`src/rtl/wb_arb_pkg.sv`:
```
// Shared types and constants for the three-master Wishbone burst arbiter.
package wb_arb_pkg;

    typedef enum logic {
        IDLE = 1'b0,
        BUSY = 1'b1
    } state_t;

    localparam int NUM_MASTERS = 3;

    localparam logic [1:0] ICACHE = 2'd0;
    localparam logic [1:0] DCACHE = 2'd1;
    localparam logic [1:0] OTHERS = 2'd2;

    localparam logic [31:0] TIMEOUT_DATA = 32'hDEAD_BEEF;

    function automatic logic [NUM_MASTERS-1:0] rotl3(input logic [NUM_MASTERS-1:0] v);
        return {v[NUM_MASTERS-2:0], v[NUM_MASTERS-1]};
    endfunction

    function automatic logic [NUM_MASTERS-1:0] rotr3(input logic [NUM_MASTERS-1:0] v);
        return {v[0], v[NUM_MASTERS-1:1]};
    endfunction

endpackage

```
`src/rtl/rr_pick3.sv`:
```
// Combinational round-robin picker for three requesters; the search starts
// at the requester after the one-hot last grant.
module rr_pick3
    import wb_arb_pkg::*;
(
    input  logic [NUM_MASTERS-1:0] req,
    input  logic [NUM_MASTERS-1:0] last_grant,
    output logic [NUM_MASTERS-1:0] pick
);

    always_comb begin
        pick = '0;
        case (last_grant)
            3'b001: begin
                if      (req[1]) pick = 3'b010;
                else if (req[2]) pick = 3'b100;
                else if (req[0]) pick = 3'b001;
            end
            3'b010: begin
                if      (req[2]) pick = 3'b100;
                else if (req[0]) pick = 3'b001;
                else if (req[1]) pick = 3'b010;
            end
            default: begin
                if      (req[0]) pick = 3'b001;
                else if (req[1]) pick = 3'b010;
                else if (req[2]) pick = 3'b100;
            end
        endcase
    end

endmodule

```
`src/rtl/wb_burst_arbiter.sv`:
```
// Three-master Wishbone burst arbiter: round-robin grant held for a whole burst.
// Define WB_ARB_TIMEOUT_EN to add the watchdog abort (TIMEOUT_CYC cycles without an ack).
module wb_burst_arbiter
    import wb_arb_pkg::*;
#(
    parameter int AW          = 32,
    parameter int DW          = 32,
    parameter int BLW         = 10,
    parameter int TIMEOUT_CYC = 255
) (
    input  logic            clk,
    input  logic            rstn,

    input  logic            m0_cyc_i,
    input  logic            m0_stb_i,
    input  logic            m0_we_i,
    input  logic [AW-1:0]   m0_adr_i,
    input  logic [DW-1:0]   m0_dat_i,
    input  logic [DW/8-1:0] m0_sel_i,
    input  logic [BLW-1:0]  m0_bl_i,
    output logic [DW-1:0]   m0_dat_o,
    output logic            m0_ack_o,

    input  logic            m1_cyc_i,
    input  logic            m1_stb_i,
    input  logic            m1_we_i,
    input  logic [AW-1:0]   m1_adr_i,
    input  logic [DW-1:0]   m1_dat_i,
    input  logic [DW/8-1:0] m1_sel_i,
    input  logic [BLW-1:0]  m1_bl_i,
    output logic [DW-1:0]   m1_dat_o,
    output logic            m1_ack_o,

    input  logic            m2_cyc_i,
    input  logic            m2_stb_i,
    input  logic            m2_we_i,
    input  logic [AW-1:0]   m2_adr_i,
    input  logic [DW-1:0]   m2_dat_i,
    input  logic [DW/8-1:0] m2_sel_i,
    input  logic [BLW-1:0]  m2_bl_i,
    output logic [DW-1:0]   m2_dat_o,
    output logic            m2_ack_o,

    output logic            s_cyc_o,
    output logic            s_stb_o,
    output logic            s_we_o,
    output logic [AW-1:0]   s_adr_o,
    output logic [DW-1:0]   s_dat_o,
    output logic [DW/8-1:0] s_sel_o,
    output logic [BLW-1:0]  s_bl_o,
    output logic            s_bry_o,
    input  logic            s_ack_i,
    input  logic [DW-1:0]   s_dat_i,

    output logic [2:0]      grant_o,
    output logic            timeout_o
);

    state_t                 state;
    logic [NUM_MASTERS-1:0] grant;
    logic [NUM_MASTERS-1:0] rr_ptr;
    logic [NUM_MASTERS-1:0] req;
    logic [NUM_MASTERS-1:0] pick;
    logic [BLW-1:0]         beats;
    logic [BLW-1:0]         bl_pick;
    logic [BLW-1:0]         bl_load;

    logic                   cyc_g;
    logic                   stb_g;
    logic                   we_g;
    logic [AW-1:0]          adr_g;
    logic [DW-1:0]          dat_g;
    logic [DW/8-1:0]        sel_g;
    logic [BLW-1:0]         bl_g;

    logic                   wd_hit;
    logic                   release_now;
    logic                   ack_any;
    logic [DW-1:0]          rdata;

    assign req = {m2_cyc_i, m1_cyc_i, m0_cyc_i};

    // rr_ptr holds the highest-priority master; the picker wants the previous one.
    rr_pick3 u_pick (
        .req        (req),
        .last_grant (rotr3(rr_ptr)),
        .pick       (pick)
    );

    always_comb begin
        cyc_g = 1'b0;
        stb_g = 1'b0;
        we_g  = 1'b0;
        adr_g = '0;
        dat_g = '0;
        sel_g = '0;
        bl_g  = '0;
        case (grant)
            3'b001: begin
                cyc_g = m0_cyc_i; stb_g = m0_stb_i; we_g = m0_we_i;
                adr_g = m0_adr_i; dat_g = m0_dat_i; sel_g = m0_sel_i; bl_g = m0_bl_i;
            end
            3'b010: begin
                cyc_g = m1_cyc_i; stb_g = m1_stb_i; we_g = m1_we_i;
                adr_g = m1_adr_i; dat_g = m1_dat_i; sel_g = m1_sel_i; bl_g = m1_bl_i;
            end
            3'b100: begin
                cyc_g = m2_cyc_i; stb_g = m2_stb_i; we_g = m2_we_i;
                adr_g = m2_adr_i; dat_g = m2_dat_i; sel_g = m2_sel_i; bl_g = m2_bl_i;
            end
            default: ;
        endcase
    end

    always_comb begin
        bl_pick = '0;
        case (pick)
            3'b001:  bl_pick = m0_bl_i;
            3'b010:  bl_pick = m1_bl_i;
            3'b100:  bl_pick = m2_bl_i;
            default: ;
        endcase
    end

    assign bl_load = (bl_pick == '0) ? BLW'(1) : bl_pick;

    assign s_cyc_o = cyc_g & ~wd_hit;
    assign s_stb_o = stb_g & ~wd_hit;
    assign s_we_o  = we_g;
    assign s_adr_o = adr_g;
    assign s_dat_o = dat_g;
    assign s_sel_o = sel_g;
    assign s_bl_o  = bl_g;
    assign s_bry_o = cyc_g & stb_g;
    assign grant_o = grant;

    assign ack_any = s_ack_i | wd_hit;
    assign rdata   = wd_hit ? DW'(TIMEOUT_DATA) : s_dat_i;

    assign m0_ack_o = grant[ICACHE] & ack_any;
    assign m1_ack_o = grant[DCACHE] & ack_any;
    assign m2_ack_o = grant[OTHERS] & ack_any;
    assign m0_dat_o = grant[ICACHE] ? rdata : '0;
    assign m1_dat_o = grant[DCACHE] ? rdata : '0;
    assign m2_dat_o = grant[OTHERS] ? rdata : '0;

    // A dropped cyc and a last-beat ack in the same cycle collapse into one release.
    assign release_now = (state == BUSY) &&
                         ((s_ack_i && (beats == BLW'(1))) || !cyc_g || wd_hit);

    always_ff @(posedge clk or negedge rstn) begin
        if (!rstn) begin
            state  <= IDLE;
            grant  <= '0;
            rr_ptr <= 3'b001;
            beats  <= '0;
        end else begin
            case (state)
                IDLE: begin
                    if (|req) begin
                        grant <= pick;
                        beats <= bl_load;
                        state <= BUSY;
                    end
                end
                BUSY: begin
                    if (release_now) begin
                        grant  <= '0;
                        rr_ptr <= rotl3(grant);
                        beats  <= '0;
                        state  <= IDLE;
                    end else if (s_ack_i) begin
                        beats <= beats - BLW'(1);
                    end
                end
                default: state <= IDLE;
            endcase
        end
    end

`ifdef WB_ARB_TIMEOUT_EN
    localparam int WDW = $clog2(TIMEOUT_CYC + 1);

    logic [WDW-1:0] wd_cnt;

    assign wd_hit    = (state == BUSY) && (wd_cnt == WDW'(TIMEOUT_CYC));
    assign timeout_o = wd_hit;

    always_ff @(posedge clk or negedge rstn) begin
        if (!rstn) begin
            wd_cnt <= '0;
        end else if ((state != BUSY) || release_now || s_ack_i) begin
            wd_cnt <= '0;
        end else begin
            wd_cnt <= wd_cnt + WDW'(1);
        end
    end
`else
    logic unused_timeout_cfg;

    assign wd_hit             = 1'b0;
    assign timeout_o          = 1'b0;
    assign unused_timeout_cfg = (TIMEOUT_CYC != 0);
`endif

endmodule
```
`config.mk`:
```
export PLATFORM = sky130hd
export DESIGN_NAME = wb_burst_arbiter
export DESIGN_NICKNAME = d
export VERILOG_FILES = /design/src/rtl/wb_arb_pkg.sv /design/src/rtl/rr_pick3.sv /design/src/rtl/wb_burst_arbiter.sv
export SDC_FILE = /design/constraint.sdc
export NUM_CORES = 1
export LEC_CHECK = 0
export ABC_AREA = 1
export CELL_PAD_IN_SITES_DETAIL_PLACEMENT = 0
export CELL_PAD_IN_SITES_GLOBAL_PLACEMENT = 2
export CORE_ASPECT_RATIO = 1.25
export CORE_UTILIZATION = 10
export DETAILED_ROUTE_END_ITERATION = 6
export HOLD_SLACK_MARGIN = 0.03
export PLACE_DENSITY_LB_ADDON = 0.1
export SETUP_SLACK_MARGIN = 0.1
export SYNTH_ARGS = -nofsm -noshare
export SYNTH_HDL_FRONTEND = slang
export SYNTH_SLANG_ARGS = --single-unit
```
`constraint.sdc`:
```
create_clock -name clk -period 2.1 [get_ports clk]
set_input_delay 0.21 -clock clk [delete_from_list [all_inputs] [get_ports clk]]
set_output_delay 0.21 -clock clk [all_outputs]
set_load 0.02 [all_outputs]
```
# ---- Word level (Yosys, flattened, before mapping)
# Cells that the tools add are included.
dict set report totals {
  word_cells 63
  register_bits 17
  input_bits 278
  out_inout_bits 185
}
dict set report op_classes {
  n_bitwise 5
  eq_ne 12
  muxes 32
  n_addsub 1
  n_reduce_logical 9
}
# operator n
set op_table {}
lappend op_table {{32-bit case mux with 3 select lines} 2}
lappend op_table {{32-bit 2-to-1 mux} 3}
lappend op_table {{10-bit case mux with 3 select lines} 2}
lappend op_table {{10-bit 2-to-1 mux} 4}
lappend op_table {{3-bit 2-to-1 mux} 9}
lappend op_table {{10-bit case mux with 2 select lines} 1}
lappend op_table {{3-bit case mux with 2 select lines} 2}
lappend op_table {{4-bit case mux with 3 select lines} 1}
lappend op_table {{10-bit by 1-bit == test with 1-bit output (second input constant)} 1}
lappend op_table {{10-bit zero test} 1}
lappend op_table {{10-bit by 1-bit subtractor with 10-bit output (second input constant)} 1}
lappend op_table {{3-bit by 1-bit == test with 1-bit output (second input constant)} 3}
lappend op_table {{3-bit by 2-bit == test with 1-bit output (second input constant)} 3}
lappend op_table {{1-bit case mux with 3 select lines} 3}
lappend op_table {{3-bit == test (second input constant)} 2}
lappend op_table {{2-bit AND reduction} 3}
lappend op_table {{1-bit AND} 4}
lappend op_table {{1-bit 2-to-1 mux} 3}
lappend op_table {{3-bit by 2-bit != test with 1-bit output (second input constant)} 1}
lappend op_table {{3-bit OR reduction} 1}
lappend op_table {{1-bit logical AND} 2}
lappend op_table {{2-bit 2-to-1 mux} 1}
lappend op_table {{2-bit by 1-bit != test with 1-bit output (second input constant)} 1}
lappend op_table {{2-bit != test (second input constant)} 1}
lappend op_table {{other kinds (4)} 4}

# ---- Logic depth before layout (Yosys ltp)
dict set report depth {
  depth_word 10
  ltp_mapped 15
  ltp_nobuf 14
}

# ---- Cells and area by module
# From an unflattened synthesis, not the netlist that was laid out.
dict set report hier_totals {
  cells_unflattened 773
  hier_area_um2 3636.0
}
# mod area_per_inst_um2 n_inst cells_per_inst seq_area_each_um2
set modules_own_cells {}
lappend modules_own_cells {wb_burst_arbiter 3505.9 1 744 426.7}
lappend modules_own_cells {rr_pick3 130.1 1 29 0.0}

# ---- Least setup slack after synthesis
# Ideal clock, no wire load.
dict set report synth_timing {
  path_kind {register -> register}
  start {register grant[1] (netlist: grant_o[1])}
  end {register beats[2]}
  required_time_ps 1976
  synth_period_minus_slack_ps 2302
  setup_time_ps 124
  n_path_buf 2
  path_stages_with_launch 12
  arrival_time_ps 2178
  setup_slack_ps -202
  cell_sequence {dfrtp_1 > buf_2 > inv_2 > nor3_4 > inv_2 > o211ai_2 > nand3_2 > o21ai_4 > inv_2 > buf_6 > nor2_1 > a21oi_1}
}
dict set report synth_between {
  elab_chain_len 7
  elab_cells_between_ends 11
  cone_classes {eq/ne: 4; mux: 3; reduce/logical: 4}
}
# element line_no
set synth_lines {}
lappend synth_lines {{start: declaration} wb_burst_arbiter.sv:60} ;# logic [NUM_MASTERS-1:0] grant;
lappend synth_lines {{start signal: assignment} wb_burst_arbiter.sv:161} ;# grant <= pick;
lappend synth_lines {{3-bit == test, or another cell as far along} wb_burst_arbiter.sv:98} ;# case (grant)
lappend synth_lines {{1-bit case mux with 3 select lines (*)} wb_burst_arbiter.sv:98}
lappend synth_lines {{via s_cyc_o} wb_burst_arbiter.sv:44} ;# output logic s_cyc_o,
lappend synth_lines {{1-bit zero test (*)} wb_burst_arbiter.sv:149} ;# ((s_ack_i && (beats == BLW'(1))) || !cyc_g || wd_hit);
lappend synth_lines {{1-bit logical OR (*)} wb_burst_arbiter.sv:149}
lappend synth_lines {{1-bit logical AND (*)} wb_burst_arbiter.sv:148} ;# assign release_now = (state == BUSY) &&
lappend synth_lines {{10-bit 2-to-1 mux / 3-bit by 2-bit != test with 1-bit output (equally long branches)} n/a}
lappend synth_lines {{10-bit case mux with 2 select lines / 2-bit AND reduction (equally long branches)} n/a}
lappend synth_lines {{end signal: assignment} wb_burst_arbiter.sv:162} ;# beats <= bl_load;
lappend synth_lines {{end signal: assignment} wb_burst_arbiter.sv:173} ;# beats <= beats - BLW'(1);
lappend synth_lines {{end: declaration} wb_burst_arbiter.sv:64} ;# logic [BLW-1:0] beats;
# Mark *: on every way through the listed nets, which the timed path passes. The rest lies on a longest branch.
# A chain may end at the register's enable or synchronous reset.

# ---- Worst setup path in the final report
dict set report layout_timing {
  start {register grant[1] (netlist: grant_o[1])}
  end {register beats[7]}
}
dict set report layout_between {
  elab_chain_len 7
  elab_cells_between_ends 11
  cone_classes {eq/ne: 4; mux: 3; reduce/logical: 4}
}
# element line_no
set layout_lines {}
lappend layout_lines {{3-bit == test, or another cell as far along} wb_burst_arbiter.sv:98}
lappend layout_lines {{1-bit case mux with 3 select lines (*)} wb_burst_arbiter.sv:98}
lappend layout_lines {{1-bit zero test (*)} wb_burst_arbiter.sv:149}
lappend layout_lines {{1-bit logical OR (*)} wb_burst_arbiter.sv:149}
lappend layout_lines {{1-bit logical AND (*)} wb_burst_arbiter.sv:148}
lappend layout_lines {{10-bit 2-to-1 mux / 3-bit by 2-bit != test with 1-bit output (equally long branches)} n/a}
lappend layout_lines {{10-bit case mux with 2 select lines / 2-bit AND reduction (equally long branches)} n/a}
# Mark *: on every way between the ends. The rest lies on a longest branch, timed or not.

==> metrics.yaml <==
timing:
  tns_ps: 0
  finalClockSkew_ps: 4.19
  hold_viol: 0
  setup_violations: 0
  fin_crit_sh: 0.965
  max_freq_mhz: 493
  holdWs_ps: 295
  period_needed_ps: 2030
  rsz0062_at_grt: "true"
  slew_violations: 0
power:
  p_comb_frac: 0.916
  p_switching_uw: 6700
  clkPwrFrac: 0.030
  power_leakage_uw: 0.00656
  p_int_uw: 6490
  finalPower_uw: 13200
  power_frac_seq: 0.053
  ir_worst_vdd_uv: 413
  power_switching_share: 0.508
  p_per_area_nw_per_um2: 1220
global_routing:
  antenna_found_initial: 1
  grt_max_degree: 24
  overflow: 0
  grt_pass1_vias: 6184
  grt_pass1_wl_um: 40800
  grt.total_usage: 0.152
layout:
  fill_cells: 3961
  instances_no_fill: 1770
  drive_above_1_share: 0.261
  final_nets: 1575
  area_growth_pct: 203
yosys:
  yosys_warnings: 0
  synth_area_sq_um: 3580
  yosysSeqAreaShare: 0.119
  avgSynthCellArea_sq_um: 4.65
  yosys_register_bits: 17
  syn_inst: 770
  ys_types: 31
  syn-num-nets: 1050
setup_path:
  cp-end-kind: "flip-flop"
  r2r_start: "grant_o[1]$_DFFE_PN0P_"
  reg2reg_depth: 11
  required_ps: 2280
  crit_arrival_ps: 2210
  endpoint: "beats[7]$_DFFE_PN0P_"
  crit_start: "grant_o[1]$_DFFE_PN0P_"
  critPathLaunchType: "flip-flop"
  critPathKind: "reg2reg"
  reg2reg_slack_ps: 70
  r2r-end: "beats[7]$_DFFE_PN0P_"
  crit_fanout: 5
clock_network:
  cts_made_buffers: 3
  clock_sinks: 17
  path_clk_slew_ps: 60
  cts_hold_buf: 0
  htreeDepth: 1
  cts.path.max_buffers: 2
  insertion_delay_ps: 250
  cts_tree: "done"
  root_buffer: "clkbuf_16"
routing:
  first_iter_violations: 192
  num_vias: 6594
  routedWlPerCell_um: 17.7
  route.detailed.drc: 0
  final_antenna_net_count: 0
  via_per_inst: 3.73
  drt_pass1_iterations: 4
  wirelength_um: 31200
floorplan:
  die_w_um: 171
  num_io_pins: 463
  start_util: 0.101
  rows: 77
  die_area_sq_um: 36600
  core_sq_um: 35400
  die_h_um: 214
placed_design:
  place_congestion: 0.738
  port_buffers: 461
  dp_cells: 1716
  place_hpwl_um: 24700
job:
  drv_cap: 0
worst_hold_path:
  hold_path_class: "in2async"
run_status:
  outcome: "finished clean"
## how the worst min path moves through the flow
stage | from | to | slack, ps | cells after the start
4_1_cts | rstn | beats[5]$_DFFE_PN0P_ | 310 | 2
2_1_floorplan | rstn | beats[0]$_DFFE_PN0P_ | -90 | 0
3_3_place_gp | rr_ptr[0]$_DFFE_PN1P_ | rr_ptr[0]$_DFFE_PN1P_ | 480 | 2
3_5_place_dp | rr_ptr[0]$_DFFE_PN1P_ | rr_ptr[0]$_DFFE_PN1P_ | 480 | 2
5_1_grt | rstn | beats[5]$_DFFE_PN0P_ | 320 | 2
6_report | rstn | beats[1]$_DFFE_PN0P_ | 300 | 2
## cell usage after synthesis
cell | instances | area share
a21oi_1 | 11 | 0.015
a31oi_1 | 1 | 0.0017
a31oi_2 | 2 | 0.0070
buf_2 | 4 | 0.0056
buf_4 | 1 | 0.0021
buf_6 | 1 | 0.0031
clkbuf_1 | 35 | 0.037
conb_1 | 1 | 0.0010
dfrtp_1 | 16 | 0.11
dfstp_2 | 1 | 0.0073
ha_1 | 2 | 0.0070
inv_1 | 127 | 0.13
inv_2 | 6 | 0.0063
nand2_1 | 395 | 0.41
nand3_1 | 89 | 0.12
nand3_2 | 1 | 0.0028
nand3b_1 | 1 | 0.0021
nand4_1 | 1 | 0.0017
nor2_1 | 37 | 0.039
nor3_1 | 1 | 0.0014
nor3_2 | 2 | 0.0056
nor3_4 | 1 | 0.0045
nor4_1 | 1 | 0.0017
o211ai_1 | 8 | 0.017
o211ai_2 | 1 | 0.0035
o21ai_0 | 6 | 0.0084
o21ai_1 | 7 | 0.0098
o21ai_4 | 1 | 0.0045
o22ai_1 | 4 | 0.0070
xnor2_1 | 2 | 0.0049
xor2_1 | 4 | 0.0098
## worst max-delay path, stage by stage, from the launching register on
cell and delay (ps):
dfrtp_2 460, inv_4 60, nor3_4 220, buf_6 160
inv_6 40, o211ai_4 200, buf_6 140, nand3_4 80
o21ai_4 240, buf_6 160, o22ai_2 60, a21oi_1 130
## timing repair
action                     CTS  global route
gates resized for setup    407           328
pin swaps                    8            35
setup endpoints to repair  149           116
cloned                       4            10
buffers inserted            13            23
## stage by stage
step	utilization	area (sq um)	setup WS, ps
global route	0.307	10800	-24.8
CTS	0.266	9400	-0.743
global placement	0.261	9240	-119
detailed placement	0.261	9240	-105
finish	0.307	10900	73.6
floorplan	-	3610	-91.9
## kinds of logic after synthesis
kind of cell               after synthesis  synth area share
and+or+nand+nor                        529             0.597
buffers and inverters                  174             0.187
AOI/OAI and AO/OA                       41            0.0741
DFF                                     17             0.119
xor gates and xnor gates                 6            0.0147
adders and majority gates                2           0.00699
other                                    1           0.00105
## registers in the layout (all words and copies together) (netlist names)
signal and cells:
rr_ptr 3, state 1, beats 10, grant_o 3
## area by class of cell
| class | count | area [sq um] | area share |
|---|---|---|---|
| flip-flops and latches | 17 | 430 | 0.0397 |
| multi-input cells | 579 | 3210 | 0.296 |
| inverters | 133 | 514 | 0.0474 |
| well taps | 474 | 593 | 0.0547 |
| clock buffers | 4 | 78.8 | 0.00726 |
| diodes | 2 | 5.00 | 0.000461 |
| repair buffers | 561 | 6020 | 0.554 |
## cell usage in the layout (no fill, tap or decap), drive strengths merged, types with 2 or more instances in the layout
cell           netlist  routed
nand3               90      90
nor3                 4       4
a31oi                3       3
o21ai               14      14
o211ai               9       9
nand2              395     395
dlymetal6s2s         0      42
clkdlybuf4s50        0     281
o22ai                4       4
diode                0       2
a21oi               11      11
xnor2                2       2
dlygate4sd2          0      56
inv                133     133
buf                  6     173
ha                   2       2
xor2                 4       4
dfrtp               16      16
clkbuf              35      13
nor2                37      37
## power groups by stage
stage          Clock (uW)  Combinational [uW]  Sequential (uW)
2_1_floorplan           0                4710              611
3_3_place_gp            0               10300              687
3_5_place_dp            0               10200              695
4_1_cts               412               10200              700
5_1_grt               426               13000              729
6_report              399               12100              703
## metal layers
| layer | vias up | GRT usage | routed length [um] |
|---|---|---|---|
| met3 | 4 | 0.0412 | 2210 |
| met4 | 0 | 0.0105 | 57 |
| li1 | 3369 | - | - |
| met1 | 2997 | 0.166 | 11700 |
| met5 | - | 0 | 0 |
| met2 | 224 | 0.298 | 17300 |
(Power assumes the default switching activity.)
